<file path="src/rtl/hue_div_arbiter.sv">
// Two-requester round-robin front end for a shared fixed-latency hue divider.
// Define HUE_ARB_STATS_EN to add the grant/stall statistics outputs.
module hue_div_arbiter #(
  parameter int DIVIDE_LATENCY = 16
) (
  input  logic        i_clk,
  input  logic        i_rst,
  input  logic        i_req0_valid,
  input  logic [8:0]  i_req0_dividend,
  input  logic [8:0]  i_req0_divisor,
  input  logic [1:0]  i_req0_function,
  output logic        o_req0_ready,
  input  logic        i_req1_valid,
  input  logic [8:0]  i_req1_dividend,
  input  logic [8:0]  i_req1_divisor,
  input  logic [1:0]  i_req1_function,
  output logic        o_req1_ready,
  output logic [8:0]  o_div_dividend,
  output logic [8:0]  o_div_divisor,
  output logic [1:0]  o_div_function,
  output logic        o_div_valid,
  input  logic [15:0] i_div_data,
  input  logic [1:0]  i_div_function,
  input  logic        i_div_valid,
  output logic [15:0] o_res0_data,
  output logic [1:0]  o_res0_function,
  output logic        o_res0_valid,
  output logic [15:0] o_res1_data,
  output logic [1:0]  o_res1_function,
  output logic        o_res1_valid,
  input  logic        i_flush,
  output logic        o_idle,
  output logic        o_err
`ifdef HUE_ARB_STATS_EN
  ,
  output logic [31:0] o_stat_issue0,
  output logic [31:0] o_stat_issue1,
  output logic [31:0] o_stat_stall
`endif
);
  // state | meaning
  // RUN   | arbitrating and issuing to the divider
  // DRAIN | flush seen; issue blocked until in-flight results return
  // HOLD  | drained; waiting for i_flush to drop
  localparam int NUM_REQ = 2;
  localparam int ID_W = $clog2(NUM_REQ);
  localparam logic [4:0] MAX_INFLIGHT = 5'(DIVIDE_LATENCY);

  typedef enum logic [1:0] {
    S_RUN   = 2'd0,
    S_DRAIN = 2'd1,
    S_HOLD  = 2'd2
  } state_t;

  state_t                    state;
  logic                      ptr;
  logic [4:0]                inflight;
  logic                      err;
  logic [DIVIDE_LATENCY-1:0] tag_valid;
  logic [ID_W-1:0]           tag_id [DIVIDE_LATENCY];

  logic            run_ok;
  logic            grant0;
  logic            grant1;
  logic            issue;
  logic [ID_W-1:0] grant_id;
  logic            tail_valid;
  logic [ID_W-1:0] tail_id;
  logic            route;
  logic            mismatch;

  always_comb begin
    run_ok = (state == S_RUN) && !i_rst;
    grant0 = run_ok && i_req0_valid && (!i_req1_valid || !ptr);
    grant1 = run_ok && i_req1_valid && (!i_req0_valid || ptr);
  end

  assign issue        = grant0 || grant1;
  assign grant_id     = ID_W'(grant1);
  assign o_req0_ready = grant0;
  assign o_req1_ready = grant1;

  always_comb begin
    o_div_dividend = '0;
    o_div_divisor  = '0;
    o_div_function = '0;
    o_div_valid    = 1'b0;
    if (grant0) begin
      o_div_dividend = i_req0_dividend;
      o_div_divisor  = i_req0_divisor;
      o_div_function = i_req0_function;
      o_div_valid    = 1'b1;
    end else if (grant1) begin
      o_div_dividend = i_req1_dividend;
      o_div_divisor  = i_req1_divisor;
      o_div_function = i_req1_function;
      o_div_valid    = 1'b1;
    end
  end

  assign tail_valid = tag_valid[DIVIDE_LATENCY-1];
  assign tail_id    = tag_id[DIVIDE_LATENCY-1];
  assign route      = !i_rst && i_div_valid && tail_valid;
  assign mismatch   = i_div_valid != tail_valid;

  // A mismatch can never route: either no result or no matching tag.
  always_comb begin
    o_res0_data     = '0;
    o_res0_function = '0;
    o_res0_valid    = 1'b0;
    o_res1_data     = '0;
    o_res1_function = '0;
    o_res1_valid    = 1'b0;
    if (route && (tail_id == ID_W'(0))) begin
      o_res0_data     = i_div_data;
      o_res0_function = i_div_function;
      o_res0_valid    = 1'b1;
    end else if (route) begin
      o_res1_data     = i_div_data;
      o_res1_function = i_div_function;
      o_res1_valid    = 1'b1;
    end
  end

  always_ff @(posedge i_clk) begin
    if (i_rst) begin
      state     <= S_RUN;
      ptr       <= 1'b0;
      inflight  <= '0;
      err       <= 1'b0;
      tag_valid <= '0;
      for (int k = 0; k < DIVIDE_LATENCY; k++) tag_id[k] <= '0;
    end else begin
      tag_valid <= {tag_valid[DIVIDE_LATENCY-2:0], o_div_valid};
      for (int k = DIVIDE_LATENCY - 1; k > 0; k--) tag_id[k] <= tag_id[k-1];
      tag_id[0] <= grant_id;

      if (grant0) ptr <= 1'b1;
      else if (grant1) ptr <= 1'b0;

      if (mismatch) err <= 1'b1;

      case ({issue, route})
        2'b10: if (inflight != MAX_INFLIGHT) inflight <= inflight + 5'd1;
        2'b01: if (inflight != 5'd0) inflight <= inflight - 5'd1;
        default: inflight <= inflight;
      endcase

      case (state)
        S_RUN:   if (i_flush) state <= S_DRAIN;
        S_DRAIN: if (inflight == 5'd0) state <= S_HOLD;
        S_HOLD:  if (!i_flush) state <= S_RUN;
        default: state <= S_RUN;
      endcase
    end
  end

  assign o_err  = err;
  assign o_idle = (state == S_RUN) && (inflight == 5'd0);

`ifdef HUE_ARB_STATS_EN
  logic stall;
  assign stall = (i_req0_valid && !grant0) || (i_req1_valid && !grant1);

  always_ff @(posedge i_clk) begin
    if (i_rst) begin
      o_stat_issue0 <= '0;
      o_stat_issue1 <= '0;
      o_stat_stall  <= '0;
    end else begin
      if (grant0) o_stat_issue0 <= o_stat_issue0 + 32'd1;
      if (grant1) o_stat_issue1 <= o_stat_issue1 + 32'd1;
      if (stall)  o_stat_stall  <= o_stat_stall + 32'd1;
    end
  end
`endif

endmodule

</file>
<file path="config.mk">
export PLATFORM = sky130hd
export DESIGN_NAME = hue_div_arbiter
export DESIGN_NICKNAME = d
export VERILOG_FILES = /design/src/rtl/hue_div_arbiter.sv
export SDC_FILE = /design/constraint.sdc
export NUM_CORES = 1
export LEC_CHECK = 0
export ABC_AREA = 1
export CAP_MARGIN = 20
export CELL_PAD_IN_SITES_DETAIL_PLACEMENT = 1
export CELL_PAD_IN_SITES_GLOBAL_PLACEMENT = 1
export CORE_AREA = 3 3 95 97
export CTS_CLUSTER_SIZE = 25
export DETAILED_ROUTE_END_ITERATION = 10
export DIE_AREA = 0 0 98 100
export PLACE_DENSITY_LB_ADDON = 0.12
export SLEW_MARGIN = 10
export SYNTH_ARGS = -nofsm -noshare
export SYNTH_HDL_FRONTEND = slang
export SYNTH_SLANG_ARGS = --single-unit
export TNS_END_PERCENT = 1
</file>
<file path="constraint.sdc">
create_clock -name i_clk -period 2.99 [get_ports i_clk]
set_clock_uncertainty 0.05 [all_clocks]
set_input_delay 0.598 -clock i_clk [delete_from_list [all_inputs] [get_ports i_clk]]
set_output_delay 0.598 -clock i_clk [all_outputs]
set_load 0.005 [all_outputs]
</file>
Yosys cells after proc, flatten, opt, wreduce, memory -nomap -nowiden
Memory sizes are Yosys's and may differ from the RTL's. Cells that the tools add are included. W data, S select, Z words.

Flip-flop bits (word level): 25. Memory bits (writable): 16. Bits of input ports: 64. Logic and storage cells: 104. Memories: 1.

Memories: tag_id (depth 16, bits a word 1, rd ports 16, clocked after Yosys merged registers in 0, write ports 16, RTL line 60) `logic [ID_W-1:0] tag_id [DIVIDE_LATENCY];`.

$add $sub $neg: 2. Eq/ne operators: 11. Muxes and demuxes: 45. Bitwise operators: 17. Reductions and logical operators: 23.

Operators by type and width (count): $mux W16 (3); $mux W9 (4); $mux W1 (26); $mux W2 (8); $or A1 B1 Y1 (16); $mux W5 (2); $ne A2 B2 Y1 const B (5); $pmux W5 S2 (1); $logic_and A1 B1 Y1 (9); $pmux W2 S3 (1); $reduce_and A3 Y1 (2); $add A5 B1 Y5 const B (1); $logic_not A5 Y1 (1); $ne A5 B5 Y1 const B (1); $reduce_bool A5 Y1 (1); $sub A5 B1 Y5 const B (1); $eq A2 B1 Y1 const B (2); $eq A2 B2 Y1 const B (2); $logic_not A1 Y1 (4); $reduce_bool A2 Y1 (2); $logic_or A1 B1 Y1 (3); $logic_not A2 Y1 (1); $ne A1 B1 Y1 (1); $not A1 Y1 (1).

Logic depth before layout (Yosys ltp)
Word-level depth: 8. Gate-level depth with buffers: 18. Gate-level depth less buffers: 18.

Worst setup path before layout
No wires, ideal clock.

Path type: input -> register. Start: input i_rst. End: register inflight[4]. Arrival: 2.312 ns. Required time: 2.823 ns. Slack: 0.511 ns. Cell stages on the path: 17. Path through: inv_2 nand2_2 nor3_4 buf_4 nor2_1 ha_1 nand2_1 inv_1 nor2_1 ha_1 inv_1 nand2_1 nand3_1 nand3_1 nand2_1 nor2_1 nor2_1.

Cells in the longest elaborated chain, start to end: 8. Elaborated cells on any way between the ends: 16. Classes of those cells: eq/ne: 4; mux: 1; reduce/logical: 11.

RTL lines: start: declaration (RTL line 7) `input logic i_rst,`; $logic_not A1 Y1 * (RTL line 73) `run_ok = (state == S_RUN) && !i_rst;`; $logic_and A1 B1 Y1 * (RTL line 73); $logic_and A1 B1 Y1 * (2 in series) (RTL line 75) `grant1 = run_ok && i_req1_valid && (!i_req0_valid || ptr);`; via o_req1_ready (RTL line 17) `output logic o_req1_ready,`; $logic_or A1 B1 Y1 * (RTL line 78) `assign issue = grant0 || grant1;`; $eq A2 B1 Y1 or $eq A2 B2 Y1 (tied branches) (RTL line 143) `case ({issue, route})`; $ne A2 B2 Y1 (no source line) or $reduce_bool A2 Y1 (tied branches); $reduce_and A3 Y1 (no source line); end signal: assignment (RTL line 144) `2'b10: if (inflight != MAX_INFLIGHT) inflight <= inflight + 5'd1;`; end signal: assignment (RTL line 145) `2'b01: if (inflight != 5'd0) inflight <= inflight - 5'd1;`; end signal: assignment (RTL line 146) `default: inflight <= inflight;`; end: declaration (RTL line 57) `logic [4:0] inflight;`.

Mark *: on every way through the listed nets, which the timed path passes. The rest lies on a longest branch. A chain may end at the register's enable or synchronous reset.

Final worst setup path
Start: input i_req0_valid. End: output o_div_function[1].

Cells in the longest elaborated chain, start to end: 5. Elaborated cells on any way between the ends: 7. Classes of those cells: mux: 2; reduce/logical: 5.

RTL lines: start: declaration (RTL line 8) `input logic i_req0_valid,`; $logic_not A1 Y1 (RTL line 75); $logic_or A1 B1 Y1 (RTL line 75); $logic_and A1 B1 Y1 (RTL line 75); $mux W2 (RTL line 93) `end else if (grant1) begin`; $mux W2 * (RTL line 88) `if (grant0) begin`; end: declaration (RTL line 20) `output logic [1:0] o_div_function,`.

Mark *: on every way between the ends. The rest lies on a longest branch, timed or not.

==> flow_summary_export.csv <==
group,metric,value,unit
outcome,status,"finished clean",
detailed_routing,antenna_left,0,
synth,synth_area_per_cell,7.02,µm²
clocking,clock_tree.buffer_depth,2,
critical_path,slowest_delay,0.52,ns
final_layout,total_area_of_multi_input_combinational_cells,853,µm²
clocking,cts_root_buffer,"clkbuf_8",
timing,worst_pin_slew,0.288,ns
timing,final.setup.tns,0,ns
global_routing,grt.busiest_layer,"met2",
critical_path,worstSetupPathDepth,7,
place,io_buffers,126,
synth,synth.ff_latch_count,41,
place,place.detailed.hpwl,5710,µm
global_routing,groute.layer.met3.usage,0.0292,
floorplanning,area_inside_the_core_boundary,8220,µm²
critical_path,critical_path_buf_inv_count,4,
timing,final-setup-viol-count,0,
global_routing,wire_length_of_the_first_global_routing_pass,11000,µm
detailed_routing,drt_pass1_iterations,4,
timing,finalMaxSlewViolations,0,
place,dpl_cell_area,3430,µm²
final_layout,antennaDiodeCount,0,
detailed_routing,dr_total_vias,2188,
critical_path,critPathCaptureType,"primary output",
final_layout,filler_cell_count,1009,
synth,synth.cell_area,1950,µm²
global_routing,globalRouteMet1Util,0.165,
clocking,hold_buffers,0,
floorplanning,floorplan.initialDensity,0.237,
clocking,cts_tree,"yes",
critical_path,cp-start-kind,"input port",
run,max-cap-violations,0,
timing,final_hold_viol_count,0,
place,dpl.cell_count,518,
clocking,clkSinkCount,41,
floorplanning,row_count,33,
synth,yosys_warnings,0,
timing,max_slew_margin,0.808,
global_routing,grt.total_usage,0.139,
hold_path,hp-class,"reg -> reg",
clocking,clkTransAtPathRegs,0.07,ns
global_routing,grt_overflow_total,0,
final_layout,nNetsFinal,489,
timing,grt_setup_unrepaired,"yes",
detailed_routing,drt-wirelength-per-cell,13.2,µm
final_layout,stdcell_count,525,
global_routing,use_met2,0.255,
synth,synthesis.nets,347,
synth,async_reset_ff_frac,0,
detailed_routing,drt_drc_violations_left,0,
clocking,htree_num_levels,2,
floorplanning,die_h,100,µm
global_routing,first_global_vias,2123,
timing,fmaxAchievable,0.340,GHz
final_layout,synthToLayoutAreaGrowth,84.7,%
clocking,post_cts_buffers,0,
synth,synth-edff-count,0,
critical_path,crit_type,"in -> out",
hold_path,whs_path_depth,2,
final_layout,seq_area,821,µm²
power,p_leak,1.68,nW
final_layout,final_area,3600,µm²
power,p_per_area,366,nW/µm²
timing,fin_crit_sh,0.983,
critical_path,critPathMaxFanout,22,
place,gp_congestion,0.787,
final_layout,final_layout_size_suffix_gt1_frac,0.0929,
floorplanning,floorplan.io_pins,127,
floorplanning,design.die.area,9800,µm²
global_routing,pin_count_of_the_biggest_net_entering_global_routing,32,
critical_path,critical_path_required,2.34,ns
timing,finalCriticalPeriod,2.94,ns
synth,register_area_share_after_synthesis,0.421,
synth,synth_cell_type_count,21,
clocking,cts_inserted_buffers,5,
synth,syn_inst,278,
critical_path,critical_path.cell_chain,"clkdlybuf4s50_1 -> inv_1 -> nor2_2 -> nor3_4 -> buf_8 -> a22o_1 -> clkdlybuf4s50_1",
detailed_routing,via_per_inst,4.17,
floorplanning,chipWidth,98,µm
detailed_routing,totalWireLength,6940,µm
global_routing,antenna_found_initial,0,
clocking,worst_skew_pair.late_latency,0.28,ns
critical_path,critPathMostFrequentCell,"clkdlybuf4s50_1",
power,largest_voltage_drop_on_the_vdd_net,0.000318,V
critical_path,cpLargestDelayFamily,"buffers and inverters",
critical_path,critical-path-slowest-cell,"clkdlybuf4s50_1",
synth,dominantRegCellSynth,"dfxtp_1",
critical_path,reg2reg_depth,16,
critical_path,critical_path_arrival,2.29,ns
detailed_routing,dr.first_iter.drc_count,42,
[tightest hold or removal path, stage by stage, from the launching register on]
cell and delay [ns]:
dfxtp_1 0.30, inv_1 0.04, nor2_1 0.03
[state kept, by name (all words and copies together), names as in the netlist]
register	cells
inflight	5
ptr	1
state	2
o_err	1
tag_valid	16
tag_id	16
[cells in the final DEF (no fill, tap or decap), drive strengths merged, types with 5 or more instances in the layout]
| master | n |
|---|---|
| buf | 18 |
| nor2 | 84 |
| ha | 5 |
| clkdlybuf4s50 | 117 |
| nand2 | 20 |
| a22o | 20 |
| dfxtp | 41 |
| nand3 | 8 |
| o21ai | 8 |
| clkbuf | 7 |
| dlymetal6s2s | 9 |
| inv | 71 |
[where the power goes]
| group | internal [mW] | leakage, nW | switching (mW) |
|---|---|---|---|
| sequential | 0.572 | 0.333 | 0.0199 |
| combinational | 0.223 | 1.31 | 0.153 |
| clock | 0.183 | 0.0443 | 0.167 |
| total | 0.977 | 1.68 | 0.340 |
[Yosys cell counts, types with 4 or more instances]
master   instances  area [µm²]
o21ai_0          8        40.0
dfxtp_1         41         821
ha_1             5        62.6
buf_2            4        20.0
inv_1           67         251
inv_2            4        15.0
a22o_1          20         175
nand2_1         18        67.6
nand3_1          6        30.0
nor2_1          83         312
[path summary, 6_finish.rpt]
kind	startpoint	endpoint	slack, ns
hold / removal	tag_id[1][2]$_SDFF_PP0_	tag_id[1][3]$_SDFF_PP0_	0.35
setup / recovery	i_req0_valid	o_div_function[1]	0.05
setup reg to reg	state[1]$_SDFFE_PP0P_	inflight[4]$_SDFFE_PP0P_	0.70
hold reg to reg	tag_id[1][2]$_SDFF_PP0_	tag_id[1][3]$_SDFF_PP0_	0.35
[stage by stage]
| step | util | total power [mW] | hold WS (ns) | worst slack, ns |
|---|---|---|---|---|
| 2_1_floorplan | - | 0.747 | 0.338 | 0.511 |
| 3_5_place_dp | 0.418 | 0.979 | 0.347 | -0.0982 |
| 3_3_place_gp | 0.418 | 0.973 | 0.339 | -0.0522 |
| 4_1_cts | 0.430 | 1.35 | 0.351 | 0.0119 |
| 6_report | 0.438 | 1.32 | 0.346 | 0.0504 |
| 5_1_grt | 0.438 | 1.40 | 0.368 | -0.0552 |
[area by class of cell]
type / instances / area share
clock buffers: 7 / 0.0240
repair buffers: 144 / 0.399
inverters: 71 / 0.0754
well taps: 105 / 0.0365
flip-flops and latches: 41 / 0.228
multi-input cells: 157 / 0.237
[routing by layer]
| metal | wire length [µm] | part of all wire | vias up |
|---|---|---|---|
| met5 | 0 | 0 | - |
| met2 | 3690 | 0.53 | 65 |
| met4 | 70 | 0.010 | 0 |
| met3 | 343 | 0.049 | 9 |
| met1 | 2840 | 0.41 | 1001 |
| li1 | - | - | 1113 |
[repair_timing]
| item | 4_1_cts | 5_1_grt |
|---|---|---|
| setup endpoints to repair | 39 | 58 |
| endpoints found under the hold margin | 0 | 0 |
| gates resized for setup | 5 | 21 |
| pin swaps | 0 | 1 |
[kinds of logic (layout without fill, tap and decap cells)]
kind of cell	Yosys count	count (layout)	share of synthesized area
buffers and inverters	80	222	0.160
and+or+nand+nor	115	115	0.243
xor gates and xnor gates	3	3	0.0135
adders and majority gates	5	5	0.0321
AOI/OAI and AO/OA	34	34	0.130
DFF	41	41	0.421
(Power assumes the default switching activity.)
